<file path="src/rtl/serv_load_unpacker_pkg.sv">
// Shared definitions for the serial load unpacker.
//   - access size encodings as presented on i_size
//   - FSM state encoding (also visible on the debug state output)
//   - legality check for the serial beat width
package serv_load_unpacker_pkg;

    localparam logic [1:0] SZ_B = 2'd0;
    localparam logic [1:0] SZ_H = 2'd1;
    localparam logic [1:0] SZ_W = 2'd2;   // 2'd3 is reserved and decodes as a word

    typedef enum logic [1:0] {
        ST_IDLE     = 2'd0,
        ST_WAIT_ACK = 2'd1,
        ST_LOADED   = 2'd2,
        ST_STREAM   = 2'd3
    } load_state_t;

    function automatic bit bpc_legal(input int bpc);
        return (bpc == 1) || (bpc == 4) || (bpc == 8);
    endfunction

endpackage

</file>
<file path="src/rtl/serv_load_unpacker_if.sv">
// Data-bus read channel between the load unpacker and the bus.
//   dbus_cyc   cycle request, held by the unpacker until dbus_ack
//   dbus_ack   acknowledge; dbus_rdat is valid in the same cycle
//   dbus_rdat  32-bit read word
// Handshake: the unpacker raises dbus_cyc and keeps it high; the bus completes
// the transfer by pulsing dbus_ack for exactly the cycle in which dbus_rdat is
// valid. An ack seen while dbus_cyc is low has no effect.
interface serv_load_unpacker_if;
    logic        dbus_cyc;
    logic        dbus_ack;
    logic [31:0] dbus_rdat;

    modport master (output dbus_cyc, input dbus_ack, input dbus_rdat);
    modport slave  (input dbus_cyc, output dbus_ack, output dbus_rdat);
endinterface

</file>
<file path="src/rtl/serv_load_extend.sv">
// Combinational beat selector with sign/zero extension.
//   i_beat    beat index within the 32-bit word
//   i_size    access size (byte/half/word)
//   i_signed  1 = replicate the top bit of the loaded field, 0 = fill with zeros
//   i_data    loaded word, already shifted down by the byte offset
//   o_rd      BITS_PER_CYCLE bits of word bits [i_beat*BPC +: BPC]
module serv_load_extend
    import serv_load_unpacker_pkg::*;
#(
    parameter int BITS_PER_CYCLE = 8,
    localparam int CW = 5 - $clog2(BITS_PER_CYCLE)
) (
    input  logic [CW-1:0]             i_beat,
    input  logic [1:0]                i_size,
    input  logic                      i_signed,
    input  logic [31:0]               i_data,
    output logic [BITS_PER_CYCLE-1:0] o_rd
);

    logic [5:0] w_width;
    logic       w_fill;
    logic [5:0] w_k;

    // Field width and the bit used above it.
    always_comb begin
        w_width = 6'd32;
        w_fill  = i_signed & i_data[31];
        case (i_size)
            SZ_B: begin
                w_width = 6'd8;
                w_fill  = i_signed & i_data[7];
            end
            SZ_H: begin
                w_width = 6'd16;
                w_fill  = i_signed & i_data[15];
            end
            default: begin
                w_width = 6'd32;
                w_fill  = i_signed & i_data[31];
            end
        endcase
    end

    always_comb begin
        o_rd = '0;
        w_k  = '0;
        for (int j = 0; j < BITS_PER_CYCLE; j++) begin
            w_k     = 6'(int'(i_beat) * BITS_PER_CYCLE + j);
            o_rd[j] = (w_k < w_width) ? i_data[w_k[4:0]] : w_fill;
        end
    end

endmodule

</file>
<file path="src/rtl/serv_load_unpacker.sv">
// Load unpacker: runs one dbus read per accepted load request, captures and
// aligns the read word, then streams it back LSB first, BITS_PER_CYCLE bits
// per i_en cycle, sign- or zero-extended to 32 bits.
//   i_clk, i_rst          clock, synchronous active-high reset
//   i_req                 load request pulse (only honoured in IDLE)
//   i_lsb/i_size/i_signed byte offset, access size, extension mode
//   dbus                  read channel (cyc out, ack/rdat in)
//   o_misalign            one-cycle pulse: request rejected (crosses a word)
//   o_rdy                 one-cycle pulse: data captured, streaming may start
//   i_en                  stream advance, one beat per high cycle
//   o_rd                  current beat; zero whenever i_en is low
//   o_busy                high outside IDLE
//   o_dbg_state           current FSM state
module serv_load_unpacker
    import serv_load_unpacker_pkg::*;
#(
    parameter int BITS_PER_CYCLE = 8,
    localparam int LB = $clog2(BITS_PER_CYCLE)
) (
    input  logic                      i_clk,
    input  logic                      i_rst,
    input  logic                      i_req,
    input  logic [1:0]                i_lsb,
    input  logic [1:0]                i_size,
    input  logic                      i_signed,
    serv_load_unpacker_if.master      dbus,
    output logic                      o_misalign,
    output logic                      o_rdy,
    input  logic                      i_en,
    output logic [BITS_PER_CYCLE-1:0] o_rd,
    output logic                      o_busy,
    output logic [1:0]                o_dbg_state
);

    localparam int          CW       = 5 - LB;
    localparam logic [CW-1:0] CNT_LAST = '1;

    if (!bpc_legal(BITS_PER_CYCLE)) begin : g_bpc_check
        $error("serv_load_unpacker: BITS_PER_CYCLE must be 1, 4 or 8");
    end

    load_state_t r_state, w_state_nxt;
    logic          r_cyc,      w_cyc_nxt;
    logic          r_rdy,      w_rdy_nxt;
    logic          r_misalign, w_misalign_nxt;
    logic [CW-1:0] r_cnt,      w_cnt_nxt;
    logic [31:0]   r_data,     w_data_nxt;
    logic [1:0]    r_lsb;
    logic [1:0]    r_size;
    logic          r_signed;
    logic          w_capture;
    logic          w_legal;
    logic          w_streaming;
    logic [BITS_PER_CYCLE-1:0] w_beat;

    // A half may not start at offset 3; a word (or reserved size) must be aligned.
    always_comb begin
        case (i_size)
            SZ_B:    w_legal = 1'b1;
            SZ_H:    w_legal = (i_lsb != 2'd3);
            default: w_legal = (i_lsb == 2'd0);
        endcase
    end

    always_comb begin
        w_state_nxt    = r_state;
        w_cyc_nxt      = r_cyc;
        w_rdy_nxt      = 1'b0;
        w_misalign_nxt = 1'b0;
        w_cnt_nxt      = r_cnt;
        w_data_nxt     = r_data;
        w_capture      = 1'b0;
        case (r_state)
            ST_IDLE: begin
                if (i_req) begin
                    if (w_legal) begin
                        w_state_nxt = ST_WAIT_ACK;
                        w_cyc_nxt   = 1'b1;
                        w_capture   = 1'b1;
                    end else begin
                        w_misalign_nxt = 1'b1;
                    end
                end
            end
            ST_WAIT_ACK: begin
                if (dbus.dbus_ack) begin
                    w_state_nxt = ST_LOADED;
                    w_cyc_nxt   = 1'b0;
                    w_rdy_nxt   = 1'b1;
                    w_data_nxt  = dbus.dbus_rdat >> {r_lsb, 3'b000};
                end
            end
            // LOADED emits beat 0 on its first enabled cycle, so both states
            // share the same advance rule; the counter wraps to 0 on the last beat.
            ST_LOADED, ST_STREAM: begin
                if (i_en) begin
                    w_cnt_nxt   = r_cnt + CW'(1);
                    w_state_nxt = (r_cnt == CNT_LAST) ? ST_IDLE : ST_STREAM;
                end
            end
            default: w_state_nxt = ST_IDLE;
        endcase
    end

    always_ff @(posedge i_clk) begin
        if (i_rst) begin
            r_state    <= ST_IDLE;
            r_cyc      <= 1'b0;
            r_rdy      <= 1'b0;
            r_misalign <= 1'b0;
            r_cnt      <= '0;
            r_data     <= '0;
            r_lsb      <= '0;
            r_size     <= '0;
            r_signed   <= 1'b0;
        end else begin
            r_state    <= w_state_nxt;
            r_cyc      <= w_cyc_nxt;
            r_rdy      <= w_rdy_nxt;
            r_misalign <= w_misalign_nxt;
            r_cnt      <= w_cnt_nxt;
            r_data     <= w_data_nxt;
            if (w_capture) begin
                r_lsb    <= i_lsb;
                r_size   <= i_size;
                r_signed <= i_signed;
            end
        end
    end

    serv_load_extend #(
        .BITS_PER_CYCLE (BITS_PER_CYCLE)
    ) u_extend (
        .i_beat   (r_cnt),
        .i_size   (r_size),
        .i_signed (r_signed),
        .i_data   (r_data),
        .o_rd     (w_beat)
    );

    assign w_streaming  = (r_state == ST_LOADED) || (r_state == ST_STREAM);
    assign o_rd         = (w_streaming && i_en) ? w_beat : '0;
    assign dbus.dbus_cyc = r_cyc;
    assign o_rdy        = r_rdy;
    assign o_misalign   = r_misalign;
    assign o_busy       = (r_state != ST_IDLE);
    assign o_dbg_state  = r_state;

endmodule

</file>
<file path="src/flat_wrapper.sv">
// flat-port wrapper written by rule: the top's interface ports become plain ports
module serv_load_unpacker_flat import serv_load_unpacker_pkg::*;
#(
    parameter int BITS_PER_CYCLE = 8,
    localparam int LB = $clog2(BITS_PER_CYCLE)
)
  (i_clk, i_rst, i_req, i_lsb, i_size, i_signed, o_misalign, o_rdy, i_en, o_rd, o_busy, o_dbg_state, dbus_dbus_cyc, dbus_dbus_ack, dbus_dbus_rdat);
  serv_load_unpacker_if dbus_i ();
  input  logic i_clk;
  input  logic i_rst;
  input  logic i_req;
  input  logic [1:0] i_lsb;
  input  logic [1:0] i_size;
  input  logic i_signed;
  output logic o_misalign;
  output logic o_rdy;
  input  logic i_en;
  output logic [BITS_PER_CYCLE-1:0] o_rd;
  output logic o_busy;
  output logic [1:0] o_dbg_state;
  output wire logic [$bits(dbus_i.dbus_cyc)-1:0] dbus_dbus_cyc;
  input wire logic [$bits(dbus_i.dbus_ack)-1:0] dbus_dbus_ack;
  input wire logic [$bits(dbus_i.dbus_rdat)-1:0] dbus_dbus_rdat;
  assign dbus_dbus_cyc = dbus_i.dbus_cyc;
  assign dbus_i.dbus_ack = dbus_dbus_ack;
  assign dbus_i.dbus_rdat = dbus_dbus_rdat;
  serv_load_unpacker #(.BITS_PER_CYCLE(BITS_PER_CYCLE)) u_core (.i_clk(i_clk), .i_rst(i_rst), .i_req(i_req), .i_lsb(i_lsb), .i_size(i_size), .i_signed(i_signed), .dbus(dbus_i), .o_misalign(o_misalign), .o_rdy(o_rdy), .i_en(i_en), .o_rd(o_rd), .o_busy(o_busy), .o_dbg_state(o_dbg_state));
endmodule
</file>
<file path="config.mk">
export PLATFORM = sky130hd
export DESIGN_NAME = serv_load_unpacker_flat
export DESIGN_NICKNAME = d
export VERILOG_FILES = /design/src/rtl/serv_load_unpacker_pkg.sv /design/src/rtl/serv_load_unpacker_if.sv /design/src/rtl/serv_load_extend.sv /design/src/rtl/serv_load_unpacker.sv /design/src/flat_wrapper.sv
export SDC_FILE = /design/constraint.sdc
export NUM_CORES = 1
export LEC_CHECK = 0
export BUFFER_PORTS_ARGS = -buffer_cell sky130_fd_sc_hd__buf_2
export CORE_MARGIN = 2
export CORE_UTILIZATION = 60
export CTS_BUF_LIST = sky130_fd_sc_hd__clkbuf_8
export CTS_CLUSTER_SIZE = 20
export DETAILED_ROUTE_END_ITERATION = 16
export HOLD_SLACK_MARGIN = 0.02
export PLACE_DENSITY = 0.87
export RECOVER_POWER = 50
export SLEW_MARGIN = 40
export SYNTH_ARGS = -nofsm -noshare
export SYNTH_HDL_FRONTEND = slang
export SYNTH_SLANG_ARGS = --single-unit
export TNS_END_PERCENT = 100
</file>
<file path="constraint.sdc">
create_clock -name i_clk -period 2.4 [get_ports i_clk]
set_input_delay 0 -clock i_clk [delete_from_list [all_inputs] [get_ports i_clk]]
set_output_delay 0 -clock i_clk [all_outputs]
set_load 0.03 [all_outputs]
</file>
### After elaboration in Yosys (flattened, before gate mapping)

Cells that the tools add are included.

| word-level totals | value |
|---|---|
| register bits | 44 |
| bits in latches | 0 |
| RAM bits | 0 |
| bits in read-only memories | 0 |
| input bits | 42 |
| output and inout bits | 14 |
| logic and storage cells | 109 |
| memories | 0 |

| cells by class | value |
|---|---|
| $add $sub $neg | 8 |
| multipliers | 0 |
| divide/modulo/power cells | 0 |
| magnitude comparators | 16 |
| equality and inequality tests | 11 |
| shifts and indexed selects | 1 |
| mux-type cells | 43 |
| bitwise operators | 6 |
| reduce and logical (&&, ||, !) cells | 15 |

Operator list:

| operator | number |
|---|---|
| $lt 5x6->1 const B | 8 |
| $lt 6x6->1 | 7 |
| $bmux 1 s5 | 7 |
| $shr 32x5->32 | 1 |
| $add 5x3->6 const B | 4 |
| $mux 1 | 24 |
| $add 5x2->6 const B | 2 |
| $pmux 6 s2 | 1 |
| $mux 2 | 5 |
| $logic_not 2->1 | 4 |
| $mux 8 | 1 |
| $ne 2x2->1 const B | 4 |
| $reduce_and 4->1 | 2 |
| $add 5x1->6 const B | 1 |
| $eq 2x1->1 const B | 3 |
| $eq 2x2->1 const B | 3 |
| $lt 5x6->1 | 1 |
| $pmux 1 s2 | 3 |
| $pmux 2 s3 | 1 |
| $reduce_and 2->1 | 2 |
| $reduce_bool 2->1 | 2 |
| $reduce_or 2->1 | 2 |
| $and 1x1->1 | 3 |
| $not 1->1 | 3 |
| other kinds (6) | 6 |

### Logic depth before layout (Yosys ltp)

Gate-level depths: netlist (run 1).

| depth | value |
|---|---|
| depth in word-level cells | 5 |
| gate-level depth with buffers | 6 |

### Hierarchy

Synthesis (run 1) repeated with hierarchy kept, for this count alone.

| unflattened totals | value |
|---|---|
| cell total of the unflattened synthesis | 266 |
| area, all modules | 2,516.2 um^2 |

Modules (own cells, without submodules):

| module | instances | cells each | area an instance (um^2) | seq. area each (um^2) |
|---|---|---|---|---|
| serv_load_unpacker | 1 | 232 | 2,152.1 | 880.8 |
| serv_load_extend | 1 | 34 | 364.1 | 0.0 |

### Worst setup path after synthesis (run 1)

No wires, ideal clock.

| timing path | value |
|---|---|
| path kind | register -> output |
| from | register u_core.r_size[0] |
| to | output o_rd[0] |
| arrival time | 1.763 ns |
| path slack | 0.637 ns |
| stages on the path, launching flop included | 6 |
| cell sequence | dfxtp_1 > nand2_1 > ha_1 > nor2_1 > o311ai_1 > o22ai_1 |

| between the ends | value |
|---|---|
| word-level cells in the longest chain between the ends | 5 |
| elaborated cells on any way between the ends | 7 |
| those cells by class | order compare (1); eq/ne (1); mux (4); reduce/logical (1) |

RTL lines:

| what | line | text |
|---|---|---|
| from (decl) | serv_load_unpacker.sv:49 | `logic [1:0] r_size;` |
| from (signal assigned) | serv_load_unpacker.sv:125 | `r_size <= i_size;` |
| $eq 2x1->1 or $logic_not 2->1 (tied branches) | serv_load_extend.sv:28 | `case (i_size)` |
| $pmux 6 s2 | serv_load_extend.sv:28 |  |
| $lt 5x6->1 | serv_load_extend.sv:49 | `o_rd[j] = (w_k < w_width) ? i_data[w_k[4:0]] : w_fill;` |
| $mux 1 * | serv_load_extend.sv:49 |  |
| $mux 8 * | serv_load_unpacker.sv:142 | `assign o_rd = (w_streaming && i_en) ? w_beat : '0;` |
| to (decl) | flat_wrapper.sv:18 | `output logic [BITS_PER_CYCLE-1:0] o_rd;` |

Every way passes the cells marked *; elsewhere a longest branch is shown, timed or not.

### Worst setup path after layout (run 1)

| timing path | value |
|---|---|
| from | register u_core.r_size[0] |
| to | output o_rd[1] |

| between the ends | value |
|---|---|
| word-level cells in the longest chain between the ends | 5 |
| elaborated cells on any way between the ends | 7 |
| those cells by class | order compare (1); eq/ne (1); mux (4); reduce/logical (1) |

RTL lines:

| what | line |
|---|---|
| $eq 2x1->1 or $logic_not 2->1 (tied branches) | serv_load_extend.sv:28 |
| $pmux 6 s2 | serv_load_extend.sv:28 |
| $lt 6x6->1 | serv_load_extend.sv:49 |
| $mux 1 * | serv_load_extend.sv:49 |
| $mux 8 * | serv_load_unpacker.sv:142 |

Marked as above.

==> impl_metrics.yaml, run 1 <==
grt:
  antenna_found_initial: 0
  grt_pass1_wl_mm: 10.0
  grt_usage_pct: 31.5
  grt_overflow: 0
  grt_pass1_vias: 1992
  grt_max_degree: 26
yosys:
  ys_seq_area_share_pct: 37.8
  syn_area_per_cell_um2: 10.3
  yosys.area.top_type_share_pct: 37.8
  synth-edff-count: 0
  synth_top_cell_by_area: "dfxtp_1"
  syn_area_um2: 2330
  ys_types: 39
  synthTopCellsByArea: "dfxtp_1 38%, mux4_2 15%, mux2i_1 9.0%"
  ys_warn_count: 0
  syn-num-nets: 270
  syn_inst: 226
  postSynth.asyncResetShare_pct: 0
  synth-seq-cells: 44
  synth_ff_type: "dfxtp_1"
worst_setup_path:
  crit_path_max_incr_delay_ns: 0.42
  crit_family: "compound AO/OA/AOI/OAI gates"
  worst_path_max_delay_cell: "dfxtp_1"
  critPathLaunchType: "register"
  path_cells: "nand2_1 > ha_1 > o21a_1 > o2111ai_2 > o22ai_1 > buf_2"
  crit_fanout: 8
  path_class: "reg -> out"
  end_kind: "output port"
  required_ns: 2.40
  cp.arrival_ns: 2.13
  cp_num_buf_inv: 1
power:
  p_leak_nw: 1.11
  p_clk_share_pct: 30.7
  internal_power_mw: 1.14
  p_switching_mw: 0.443
  swShare_pct: 27.9
  fin_total_pwr_mw: 1.59
  combPwrFrac_pct: 19.4
  pwr-share-seq_pct: 49.9
  pwr_density_cell_nw_per_um2: 546
  ir_drop_mv: 0.401
clock_network:
  cts_root_buffer: "clkbuf_8"
  clock_sinks: 44
  clkLatencyLatePin_ns: 0.30
  cts_resized: 0
  path_clk_slew_ns: 0.08
  cts_tree: "yes"
  cts_buffers: 5
  htreeDepth: 2
  clockBufferDepth: 2
timing:
  slew_headroom_pct: 32.5
  final.period_utilization_pct: 88.9
  slew_viol_final: 0
  fmax_ghz: 0.469
  holdWs_ns: 0.0319
  hold_viol: 0
  finalSetupTns_ns: 0
  tightest_slew_ns: 1.01
  setup_viol_count_final: 0
  fin_skew_ns: 0.00577
  fin_crit_ns: 2.13
  grt_setup_unrepaired: "false"
floorplanning:
  rows: 22
  initial_core_util_pct: 63.2
  die_h_um: 66.3
  io_pins: 56
  die_area_um2: 4400
  die_w_um: 66.3
  core_um2: 3690
placement:
  place_area_um2: 2630
  portBuffers: 55
  hpwl_mm: 4.01
  gp_congestion: 0.780
drt:
  wl_per_cell_um: 18.4
  vias: 2102
  routed_wirelength_mm: 6.35
  drcViolationCount: 0
  drtIter0Drc: 196
  ant_nets: 0
  firstDrtPassIters: 4
  viasPerCell: 6.08
finish:
  fin_util_pct: 78.7
  design_area_um2: 2900
  fillers: 245
  seqCellArea_um2: 881
  finalNetCount: 341
  final_cell_mix: "49 x buf_2, 44 x dfxtp_1, 30 x nand2_1"
  final_common_cell: "buf_2"
  drive_above_1_share_pct: 28.2
  multi_input_area_um2: 1310
  diodes: 0
  area_growth_syn_to_layout_pct: 24.5
status:
  outcome: "finished clean"
hold_path:
  hp-class: "in -> reg"
run:
  cap_violations: 0
[power groups by stage]
stage	clock network, mW	registers, mW	logic (mW)
after global routing	0.520	0.795	0.330
final	0.487	0.791	0.308
after floorplan	0	0.806	0.191
after CTS	0.487	0.790	0.310
after detailed placement	0	0.807	0.283
after global placement	0	0.805	0.274
[synth_stat cells (all sizes together), types with 2 or more instances]
library cell  number
dfxtp             44
nor3               2
mux2i             21
o21ai              8
o22ai              8
clkbuf             8
a21oi             18
nor2               5
buf               10
a2bb2oi            8
mux4              16
o21a               3
nand2             30
ha                 2
inv                9
a22o               8
o2bb2ai            8
[flip-flops by register name, indices dropped and copies added (netlist names)]
| signal | cells |
|---|---|
| u_core.dbus.dbus_cyc | 1 |
| u_core.o_dbg_state | 2 |
| u_core.o_misalign | 1 |
| u_core.o_rdy | 1 |
| u_core.r_cnt | 2 |
| u_core.r_data | 32 |
| u_core.r_lsb | 2 |
| u_core.r_signed | 1 |
| u_core.r_size | 2 |
[path summary, 6_finish.rpt]
check                                           start                end  slack [ns]  cells past startpoint
worst max register to register  u_core.o_dbg_state[1]  u_core.r_data[10]        0.43                      4
worst min register to register       u_core.r_data[4]   u_core.r_data[4]        0.46                      2
worst max-delay path                 u_core.r_size[0]            o_rd[1]        0.27                      6
worst min-delay path               dbus_dbus_rdat[17]  u_core.r_data[17]        0.03                      3
[layout make-up]
cell class	instances	area share, %
timing repair buffer	82	17.8
clock inverter	2	0.388
tap	48	2.07
inverter	10	1.29
sequential	44	30.3
multi-input combinational	154	45.3
clock buffer	6	2.84
[repair_timing]
action,CTS,global route
endpoints found under the hold margin,20,0
buffers inserted,0,0
endpoints found under the setup margin,0,0
hold buffers,20,0
[metal layers]
metal,global-route usage (%),part of all wire [%],wire [um]
met1,40.6,41,2630
met2,51.9,50,3170
met3,6.13,5.9,377
met4,12.2,2.8,176
met5,0,0,0
[metrics by stage]
stage,setup WS (ns),instances
2_1_floorplan,0.637,226
3_3_place_gp,0.430,318
3_5_place_dp,0.527,318
4_1_cts,0.305,346
5_1_grt,0.141,346
6_report,0.267,346
[tightest hold or removal path: cells and delay by family]
kind	cells	cell delay, ns
AOI/OAI and AO/OA	1	0.15
buffers and inverters	1	0.10
muxes	1	0.06
[cells by family after synthesis]
| group | after synthesis | share of synthesized area (%) |
|---|---|---|
| adder cells (fa/ha/maj) | 2 | 1.07 |
| XOR/XNOR | 1 | 0.376 |
| AO/OA/AOI/OAI | 67 | 20.7 |
| buffers and inverters | 28 | 5.53 |
| flip-flops | 44 | 37.8 |
| multiplexers | 38 | 25.0 |
| AND/OR/NAND/NOR | 46 | 9.61 |
No activity file was read; power rests on OpenSTA's default activity.
==> inputs of run 2 (changes only) <==
--- a/config.mk
+++ b/config.mk
@@ -7,14 +7,14 @@
 export LEC_CHECK = 0
 export BUFFER_PORTS_ARGS = -buffer_cell sky130_fd_sc_hd__buf_2
 export CORE_MARGIN = 2
-export CORE_UTILIZATION = 60
+export CORE_UTILIZATION = 35
 export CTS_BUF_LIST = sky130_fd_sc_hd__clkbuf_8
 export CTS_CLUSTER_SIZE = 20
 export DETAILED_ROUTE_END_ITERATION = 16
 export HOLD_SLACK_MARGIN = 0.02
-export PLACE_DENSITY = 0.87
+export PLACE_DENSITY = 0.55
 export RECOVER_POWER = 50
-export SLEW_MARGIN = 40
+export SLEW_MARGIN = 10
 export SYNTH_ARGS = -nofsm -noshare
 export SYNTH_HDL_FRONTEND = slang
 export SYNTH_SLANG_ARGS = --single-unit
==> run 2 against run 1 <==
Compared with the run above:
- critical path depth did not move
- combinational power fell by 3%
- clock power rose by 28%
- first-iteration DRC count fell by 70%
- design area rose by 2.9%
- clock-buffer cell count rose by 1
- register-to-register slack improved by 0.15 ns
- critical path type unchanged
==> impl_metrics.yaml, run 2 (same netlist as run 1, synthesis figures left out) <==
status:
  outcome: "finished clean"
floorplanning:
  die_h_um: 85.6
  initial_core_util_pct: 36.5
  io_pins: 56
  die_area_um2: 7330
  core_um2: 6390
  rows: 29
  die_w_um: 85.6
finish:
  final_cells: 376
  final_cell_mix: "49 x buf_2, 44 x dfxtp_1, 30 x nand2_1"
  largest_reg_flops: 32
  diodes: 0
  fin_util_pct: 46.8
  drive_above_1_share_pct: 28.8
  area_growth_syn_to_layout_pct: 28.2
  final_common_cell: "buf_2"
  regMostFlops: "u_core.r_data"
  fillers: 634
  finalNetCount: 342
clock_network:
  post_cts_buffers: 0
  clock_sinks: 44
  clockBufferDepth: 2
  cts_tree: "yes"
  clkLatencyLatePin_ns: 0.30
  path_clk_slew_ns: 0.08
  cts_buffers: 5
  cts_root_buffer: "clkbuf_8"
  htreeDepth: 2
worst_setup_path:
  r2r-start: "u_core.o_dbg_state[1]"
  regToRegSetupSlack_ns: 0.58
  cp.arrival_ns: 2.05
  worst_path_max_delay_cell: "dfxtp_1"
  required_ns: 2.40
  path_cells: "nand2_1 > ha_1 > o21a_1 > o2111ai_2 > o22ai_1 > buf_2"
  critPathLaunchType: "register"
  path_depth: 6
  endpoint: "o_rd[7]"
  path_class: "reg -> out"
  crit_family: "compound AO/OA/AOI/OAI gates"
  reg2reg_to: "u_core.r_data[31]"
  startpoint: "u_core.r_size[0]"
  crit_fanout: 8
  crit_path_max_incr_delay_ns: 0.41
  cp_num_buf_inv: 1
  rr_worst_depth: 3
  end_kind: "output port"
timing:
  slew_viol_final: 0
  finalSetupTns_ns: 0
  fmax_ghz: 0.489
  final.period_utilization_pct: 85.2
  fin_crit_ns: 2.05
  fin_skew_ns: 0.00722
  grt_setup_unrepaired: "false"
  tightest_slew_ns: 0.900
  slew_headroom_pct: 39.5
  setup_viol_count_final: 0
  hold_viol: 0
drt:
  drtIter0Drc: 58
  vias: 2043
  viasPerCell: 5.43
  ant_nets: 0
  drcViolationCount: 0
  firstDrtPassIters: 4
  routed_wirelength_mm: 6.18
  wl_per_cell_um: 16.4
grt:
  grt_max_degree: 25
  grt_pass1_wl_mm: 10.0
  antenna_found_initial: 0
  grt_overflow: 0
  grt_pass1_vias: 2062
  grt_usage_pct: 17.7
placement:
  portBuffers: 55
  gp_congestion: 0.717
  dp.cells: 349
  hpwl_mm: 4.26
power:
  p_leak_nw: 1.13
  pwr_density_cell_nw_per_um2: 575
  ir_drop_mv: 0.255
run:
  cap_violations: 0
hold_path:
  hp-class: "in -> reg"
-- run 2: worst min-delay path by stage --
stage	slack (ns)	from	depth (start not counted)	endpoint
5_1_grt	0.06	dbus_dbus_rdat[23]	3	u_core.r_data[23]
3_5_place_dp	0.26	dbus_dbus_rdat[26]	2	u_core.r_data[26]
2_1_floorplan	0.13	dbus_dbus_rdat[31]	1	u_core.r_data[31]
6_report	0.03	dbus_dbus_rdat[23]	3	u_core.r_data[23]
3_3_place_gp	0.26	dbus_dbus_rdat[26]	2	u_core.r_data[26]
4_1_cts	0.03	dbus_dbus_rdat[23]	3	u_core.r_data[23]
-- run 2: worst register-to-register path: stages, from the launching register on --
cell,delay (ns)
dfxtp_1,0.41
nand3b_1,0.36
nor4_2,0.75
a22o_1,0.24
-- run 2: power breakdown --
part           leakage, nW  internal, mW  switching (mW)  total (mW)
Sequential           0.357         0.764          0.0331       0.797
Clock               0.0645         0.367           0.255       0.622
Combinational        0.711         0.153           0.147       0.300
Total                 1.13          1.28           0.435        1.72
-- run 2: through the flow --
stage	power (mW)	instance area (um^2)	hold WS [ns]	worst slack, ns
2_1_floorplan	0.997	2330	0.126	0.637
4_1_cts	1.74	3010	0.0261	0.0766
5_1_grt	1.79	2990	0.0636	0.251
3_3_place_gp	1.10	2690	0.261	0.432
6_report	1.72	2990	0.0303	0.355
3_5_place_dp	1.10	2690	0.263	0.417
-- run 2: timing repair --
action,in CTS,in global routing
resized for setup,0,1
setup endpoints to repair,0,2
endpoints found under the hold margin,19,0
hold buffers,19,0
-- run 2: cell type report --
type                       count  area [um^2]  share of cell area, %
clock buffer                   7         96.3                   3.22
clock inverter                 1         30.0                   1.01
inverter                      10         37.5                   1.26
multi-input combinational    154         1320                   44.1
sequential                    44          881                   29.5
tap                           77         96.3                   3.22
timing repair buffer          83          531                   17.8
-- run 2: per-layer routing --
layer / share of wire, % / GRT usage (%) / wire length [um]
met2: 48 / 31.1 / 2990
met5: 0 / 0 / 0
met4: 1.3 / 6.06 / 79
met1: 46 / 22.1 / 2850
met3: 4.1 / 2.69 / 254
